--- src/rtl/stream_arbiter_pkg.sv ---
// rtl/stream_arbiter_pkg.sv - shared state encoding for the round-robin stream arbiter
package stream_arbiter_pkg;

    typedef enum logic {
        IDLE  = 1'b0,
        GRANT = 1'b1
    } state_t;

endpackage

--- src/rtl/stream_arbiter_rr_picker.sv ---
// rtl/stream_arbiter_rr_picker.sv - rotating-priority search starting at ptr, wrapping modulo NUM_PORTS
module stream_arbiter_rr_picker #(
    parameter int NUM_PORTS  = 4,
    parameter int PORT_WIDTH = 2
) (
    input  logic [NUM_PORTS-1:0]  req,
    input  logic [PORT_WIDTH-1:0] ptr,
    output logic                  found,
    output logic [PORT_WIDTH-1:0] idx
);

    // Requests laid out twice so a window starting at ptr never needs a wrap test.
    logic [2*NUM_PORTS-2:0] dbl;

    assign dbl = {req[NUM_PORTS-2:0], req};

    // Scanning downward lets the lowest offset from ptr win.
    always_comb begin
        found = 1'b0;
        idx   = '0;
        for (int k = NUM_PORTS - 1; k >= 0; k--) begin
            if (dbl[int'(ptr) + k]) begin
                found = 1'b1;
                if (int'(ptr) + k >= NUM_PORTS) begin
                    idx = PORT_WIDTH'(int'(ptr) + k - NUM_PORTS);
                end else begin
                    idx = PORT_WIDTH'(int'(ptr) + k);
                end
            end
        end
    end

endmodule

--- src/rtl/stream_arbiter.sv ---
// rtl/stream_arbiter.sv - round-robin burst arbiter sharing one registered valid/ready stream
module stream_arbiter
    import stream_arbiter_pkg::*;
#(
    parameter int DATA_WIDTH  = 32,
    parameter int NUM_PORTS   = 4,
    parameter int PORT_WIDTH  = 2,
    parameter int BURST_WIDTH = 8
) (
    input  logic                            aclk,
    input  logic                            areset,
    input  logic [BURST_WIDTH-1:0]          cfg_burst,
    input  logic [NUM_PORTS*DATA_WIDTH-1:0] in_data,
    input  logic [NUM_PORTS-1:0]            in_valid,
    output logic [NUM_PORTS-1:0]            in_ready,
    output logic [DATA_WIDTH-1:0]           out_data,
    output logic                            out_valid,
    input  logic                            out_ready,
    output logic [PORT_WIDTH-1:0]           out_port,
    output logic [NUM_PORTS-1:0]            sts_grant
);

    state_t                  state;
    state_t                  next_state;
    logic [PORT_WIDTH-1:0]   ptr;
    logic [PORT_WIDTH-1:0]   grant_idx;
    logic [BURST_WIDTH-1:0]  burst;
    logic [BURST_WIDTH-1:0]  count;
    logic                    found;
    logic [PORT_WIDTH-1:0]   pick_idx;
    logic                    sel_valid;
    logic [DATA_WIDTH-1:0]   sel_data;
    logic [NUM_PORTS-1:0]    grant_onehot;
    logic                    accept;
    logic                    xfer;
    logic                    release_grant;

    stream_arbiter_rr_picker #(
        .NUM_PORTS  (NUM_PORTS),
        .PORT_WIDTH (PORT_WIDTH)
    ) u_rr_picker (
        .req   (in_valid),
        .ptr   (ptr),
        .found (found),
        .idx   (pick_idx)
    );

    always_comb begin
        sel_valid    = 1'b0;
        sel_data     = '0;
        grant_onehot = '0;
        for (int i = 0; i < NUM_PORTS; i++) begin
            if (grant_idx == PORT_WIDTH'(i)) begin
                sel_valid       = in_valid[i];
                sel_data        = in_data[i*DATA_WIDTH +: DATA_WIDTH];
                grant_onehot[i] = 1'b1;
            end
        end
    end

    // The output register can take a new beat when empty or draining this cycle.
    assign accept        = !out_valid || out_ready;
    assign in_ready      = (state == GRANT && accept) ? grant_onehot : '0;
    assign sts_grant     = (state == GRANT) ? grant_onehot : '0;
    assign xfer          = (state == GRANT) && sel_valid && accept;
    assign release_grant = (state == GRANT) &&
                           (!sel_valid || (xfer && count == burst - BURST_WIDTH'(1)));

    always_comb begin
        next_state = state;
        case (state)
            IDLE:    if (found) next_state = GRANT;
            GRANT:   if (release_grant) next_state = IDLE;
            default: next_state = IDLE;
        endcase
    end

    always_ff @(posedge aclk or posedge areset) begin
        if (areset) begin
            state     <= IDLE;
            ptr       <= '0;
            grant_idx <= '0;
            burst     <= '0;
            count     <= '0;
        end else begin
            state <= next_state;
            if (state == IDLE && found) begin
                grant_idx <= pick_idx;
                burst     <= (cfg_burst == '0) ? BURST_WIDTH'(1) : cfg_burst;
                count     <= '0;
            end
            if (xfer) begin
                count <= count + BURST_WIDTH'(1);
            end
            if (release_grant) begin
                ptr <= (grant_idx == PORT_WIDTH'(NUM_PORTS - 1)) ? '0
                                                                 : grant_idx + PORT_WIDTH'(1);
            end
        end
    end

    // Output register drains on its own, so a beat pending at release still completes.
    always_ff @(posedge aclk or posedge areset) begin
        if (areset) begin
            out_valid <= 1'b0;
            out_data  <= '0;
            out_port  <= '0;
        end else if (xfer) begin
            out_valid <= 1'b1;
            out_data  <= sel_data;
            out_port  <= grant_idx;
        end else if (out_ready) begin
            out_valid <= 1'b0;
        end
    end

endmodule
--- config.mk ---
export PLATFORM = sky130hd
export DESIGN_NAME = stream_arbiter
export DESIGN_NICKNAME = d
export VERILOG_FILES = /design/src/rtl/stream_arbiter_pkg.sv /design/src/rtl/stream_arbiter_rr_picker.sv /design/src/rtl/stream_arbiter.sv
export SDC_FILE = /design/constraint.sdc
export NUM_CORES = 1
export LEC_CHECK = 0
export ABC_AREA = 1
export ABC_CLOCK_PERIOD_IN_PS = 3800
export CAP_MARGIN = 30
export CORE_ASPECT_RATIO = 1.25
export CORE_MARGIN = 5
export CORE_UTILIZATION = 45
export DETAILED_ROUTE_END_ITERATION = 7
export PLACE_DENSITY = 0.88
export SYNTH_ARGS = -nofsm -noshare
export SYNTH_HDL_FRONTEND = slang
export SYNTH_SLANG_ARGS = --single-unit
export TNS_END_PERCENT = 100
--- constraint.sdc ---
create_clock -name aclk -period 3.8 [get_ports aclk]
set_input_delay 0.76 -clock aclk [delete_from_list [all_inputs] [get_ports aclk]]
set_output_delay 0.76 -clock aclk [all_outputs]
set_load 0.01 [all_outputs]
# After elaboration in Yosys (flattened, before gate mapping)
# Cells that the tools add are included.
# W data, S select, Z words.
dict set report totals {
  output_inout_bits 43
  reg_bits 56
  in_bits 143
  n_memories 0
  word_cells 91
  latch_bits 0
  rom_bits 0
  ram_bits 0
}
dict set report op_classes {
  shift 0
  n_addsub 10
  n_bitwise 1
  n_mux 46
  mul 0
  n_eq_ne 4
  n_div 0
  reduce_logical 14
  order_cmp 8
}
# op n
set ops {}
lappend ops {{$mux W32} 4}
lappend ops {{$mux W8} 3}
lappend ops {{$mux W1} 23}
lappend ops {{$mux W2} 9}
lappend ops {{$lt A3 B4 Y1 const B} 3}
lappend ops {{$bmux W1 S3} 3}
lappend ops {{$ge A3 B3 Y1 const B} 3}
lappend ops {{$add A8 B1 Y8 const B} 1}
lappend ops {{$eq A8 B8 Y1} 1}
lappend ops {{$logic_not A8 Y1} 1}
lappend ops {{$mux W4} 2}
lappend ops {{$sub A2 B1 Y2 const B} 4}
lappend ops {{$sub A8 B1 Y8 const B} 1}
lappend ops {{$add A2 B2 Y3 const B} 2}
lappend ops {{$logic_and A1 B1 Y1} 6}
lappend ops {{$eq A2 B2 Y1 const B} 2}
lappend ops {{$lt A2 B4 Y1 const B} 1}
lappend ops {{$reduce_bool A2 Y1} 2}
lappend ops {{$add A2 B1 Y3 const B} 1}
lappend ops {{$ge A2 B3 Y1 const B} 1}
lappend ops {{$add A2 B1 Y2 const B} 1}
lappend ops {{$bmux W1 S2} 1}
lappend ops {{$eq A2 B1 Y1 const B} 1}
lappend ops {{$logic_not A1 Y1} 2}
lappend ops {{4 further kinds} 5}

# Logic depth before layout (Yosys ltp)
dict set report depth {
  depth_word 12
  mapped_depth 15
  ltp_nobuf 15
}

# Cells and area by module
# A second synthesis with hierarchy kept.
dict set report hier_totals {
  hier_cells 577
  area_unflattened_um2 3883.7
}
# mod area_each_um2 cells_per_inst instances
set by_module_without_submodules {}
lappend by_module_without_submodules {stream_arbiter 3626.0 531 1}
lappend by_module_without_submodules {stream_arbiter_rr_picker 257.7 46 1}

# Worst setup path after synthesis
# No wires, ideal clock.
dict set report synth_timing {
  kind {register to output}
  startpoint {register grant_idx[0]}
  endpoint {output port in_ready[2]}
  path_stages_with_launch 7
  arrival_ns 1.343
  path_slack_ns 1.697
  path_cell_list {dfrtp_1 inv_1 ha_1 buf_2 clkbuf_1 nand2_1 nor2_1}
}
dict set report synth_between {
  elab_chain_cells 3
}
# element line
set synth_lines {}
lappend synth_lines {{start, declared} stream_arbiter.sv:26} ;# logic [PORT_WIDTH-1:0] grant_idx;
lappend synth_lines {{start signal, assigned} stream_arbiter.sv:88} ;# grant_idx <= pick_idx;
lappend synth_lines {{$eq A2 B2 Y1} stream_arbiter.sv:53} ;# if (grant_idx == PORT_WIDTH'(i)) begin
lappend synth_lines {{$mux W1} stream_arbiter.sv:53}
lappend synth_lines {{$mux W4} stream_arbiter.sv:63} ;# assign in_ready = (state == GRANT && accept) ? grant_onehot : '0;
lappend synth_lines {{end, declared} stream_arbiter.sv:15} ;# output logic [NUM_PORTS-1:0] in_ready,
# Every way passes these cells.

# Final worst setup path
# Same ends and word-level chain as after synthesis.

==> impl_metrics.py <==
metrics = {
    "run_status": {
        "status": "finished, final reports clean",
    },
    "final_layout": {
        "nNetsFinal": 882,
        "nFillCells": 693,
        "instances_no_fill": 829,
        "final_core_util_pct": 69.6,
        "diodes": 0,
        "seq_area_mm2": 0.00140,
        "final_common_cell": "clkdlybuf4s50_1",
        "multiInputGateArea_mm2": 0.00206,
        "area_growth_pct": 51.0,
        "drive_above_1_share_pct": 3.55,
        "mostFrequentLayoutCells": "185 x clkdlybuf4s50_1, 169 x nand2_1, 84 x o21ai_0",
    },
    "route": {
        "ant_nets": 0,
        "drt-pass1-iter-count": 6,
        "drc_errors": 0,
        "drtIter0Drc": 263,
        "routed_wl_um": 13200,
        "wl_per_cell_um": 15.9,
        "dr_total_vias": 4493,
        "detail_route.vias_per_cell": 5.42,
    },
    "min_path": {
        "hold_path_class": "flop to flop",
        "hp-start": "out_data[29]",
        "whs_endpoint": "out_data[29]",
        "whs_path_depth": 2,
    },
    "synth": {
        "syn_area_mm2": 0.00382,
        "syn_inst": 569,
        "netlist-cell-type-count": 29,
        "ys_seq_area_share_pct": 36.7,
        "synth_seq_cells": 56,
        "avgSynthCellArea_um2": 6.71,
        "yosysWarnings": 0,
        "syn_nets": 720,
    },
    "timing": {
        "rsz0062_at_grt": "false",
        "worstMarginPinSlew_ns": 0.968,
        "clock_skew_ns": 0.00826,
        "slew_violations": 0,
        "holdWs_ns": 0.498,
        "setup_tns_ns": 0,
        "max_freq_mhz": 334,
        "fin_crit_ns": 3.00,
        "finalSetupViolCount": 0,
        "finalHoldViolCount": 0,
        "timing.final.crit_share_pct": 78.8,
        "maxSlewHeadroom_pct": 35.4,
    },
    "clock_network": {
        "htreeDepth": 2,
        "ctsHoldBuffers": 0,
        "clkSlewWorstSetupHoldPaths_ns": 0.10,
        "post-cts-setup-buffers": 0,
        "cts_resized": 0,
        "clock_latency_ns": 0.30,
        "clock-sinks": 56,
        "clock_path_buffers": 2,
        "cts_tree": "yes",
        "root_buffer": "clkbuf_8",
        "cts_buffers": 5,
    },
    "worst_setup_path": {
        "worstSetupPathType": "flop to output pin",
        "worstRegToRegCells": 10,
        "r2r_start": "grant_idx[1]",
        "crit_path_max_fanout": 34,
        "worst_r2r_endpoint": "out_valid",
        "cp.arrival_ns": 2.24,
        "critical-path-slowest-cell": "clkdlybuf4s50_1",
        "critPathLaunchType": "flop",
        "max_stage_delay_ns": 0.55,
        "crit_path_end_kind": "output pin",
        "cp.required_ns": 3.04,
        "r2r_setup_slack_ns": 0.88,
        "path_cells": "inv_1, ha_1, buf_4, nand2_1, nor2_1, clkdlybuf4s50_1",
    },
    "placement": {
        "placedCellCount": 821,
        "portBuffers": 185,
        "gp_congestion": 0.873,
        "dpl.hpwl_um": 10400,
    },
    "run": {
        "cap_viol_max_count": 0,
    },
    "grt": {
        "grt_util_met3_pct": 6.12,
        "grt_use_met1_pct": 25.9,
        "antenna_found_initial": 0,
        "grt_pass1_wl_um": 20800,
        "grt_max_degree": 57,
        "grt.overflow.total": 0,
        "track_usage_pct": 24.7,
        "met2_usage_pct": 46.2,
        "grt_pass1_vias": 4531,
        "top_usage_layer": "met2",
    },
    "floorplan": {
        "start_util_pct": 46.1,
        "io-pin-count": 186,
        "dieWidth_um": 92.4,
        "die-area_mm2": 0.0104,
        "chipHeight_um": 113,
        "core_area_mm2": 0.00829,
        "num_rows": 37,
    },
    "pwr": {
        "cellPowerDensity_mw_per_mm2": 751,
        "p_total_uw": 4330,
        "peakVddDrop_mv": 0.368,
        "p_leak_uw": 0.00269,
    },
}
## worst max-delay path: cells and delay by family (launching register included)
family        cells  cell delay [ns]
flops             1             0.42
fa+ha+maj         1             0.18
simple gates      2             0.27
buf+inv           3             1.06
## cell type report
| type | count | area share, % |
|---|---|---|
| clock inverters | 1 | 0.521 |
| repair buffers | 191 | 32.9 |
| clock buffers | 7 | 1.67 |
| flip-flops and latches | 56 | 24.3 |
| inverters | 42 | 2.76 |
| multi-input cells | 435 | 35.8 |
| well taps | 97 | 2.10 |
## logic make-up after synthesis
kind of cell | Yosys count | synth area share (%)
simple gates | 257 | 27.6
fa+ha+maj | 8 | 2.62
flops | 56 | 36.7
compound gates | 164 | 22.3
xor+xnor | 6 | 1.38
buf+inv | 78 | 9.33
## synthesized netlist by cell type
library cell,n,share of area [%]
a21oi_1,35,4.6
a21oi_4,1,0.43
buf_1,3,0.29
buf_2,4,0.52
buf_4,5,0.98
buf_6,5,1.5
clkbuf_1,18,1.8
clkbuf_2,1,0.13
clkinv_2,1,0.13
dfrtp_1,56,37
ha_1,8,2.6
inv_1,38,3.7
inv_2,3,0.29
nand2_1,169,17
nand2_2,3,0.49
nand3_1,54,7.1
nand3b_1,1,0.20
nand4_1,3,0.49
nor2_1,24,2.4
nor3_1,2,0.26
nor4_1,1,0.16
o211ai_1,2,0.39
o21ai_0,84,11
o21ai_1,38,5.0
o21ai_2,2,0.46
o22ai_1,1,0.16
o22ai_2,1,0.33
xnor2_1,1,0.23
xor2_1,5,1.1
## per-stage QoR
stage               instance area (µm²)  setup slack [ns]
detailed placement                 5640             0.894
CTS                                5770             0.787
global route                       5770             0.601
global placement                   5640             0.992
floorplan                          3820              1.67
finish                             5770             0.804
## registers in the layout (all words and copies together) (netlist names)
signal	count
count	8
out_data	32
burst	8
grant_idx	2
state	1
ptr	2
out_port	2
out_valid	1
## routing by layer
layer | vias up | share of wire, % | wire [µm]
met1 | 2056 | 36 | 4760
met5 | - | 0 | 0
met2 | 196 | 53 | 6950
met4 | 0 | 3.0 | 399
met3 | 31 | 8.0 | 1050
li1 | 2210 | - | -
## power breakdown
part,switching [µW],total [µW],internal [µW]
logic,1680,2830,1160
registers,221,1080,856
clock network,185,418,233
## worst max path at each step
stage,start,end,slack [ns],depth (start not counted)
floorplan,areset,burst[0],1.67,1
finish,grant_idx[0],in_ready[2],0.80,6
global placement,in_valid[1],out_valid,0.99,8
detailed placement,out_ready,out_valid,0.89,6
CTS,grant_idx[0],in_ready[2],0.79,6
global route,grant_idx[1],out_valid,0.60,10
No activity file was read; power rests on OpenSTA's default activity.
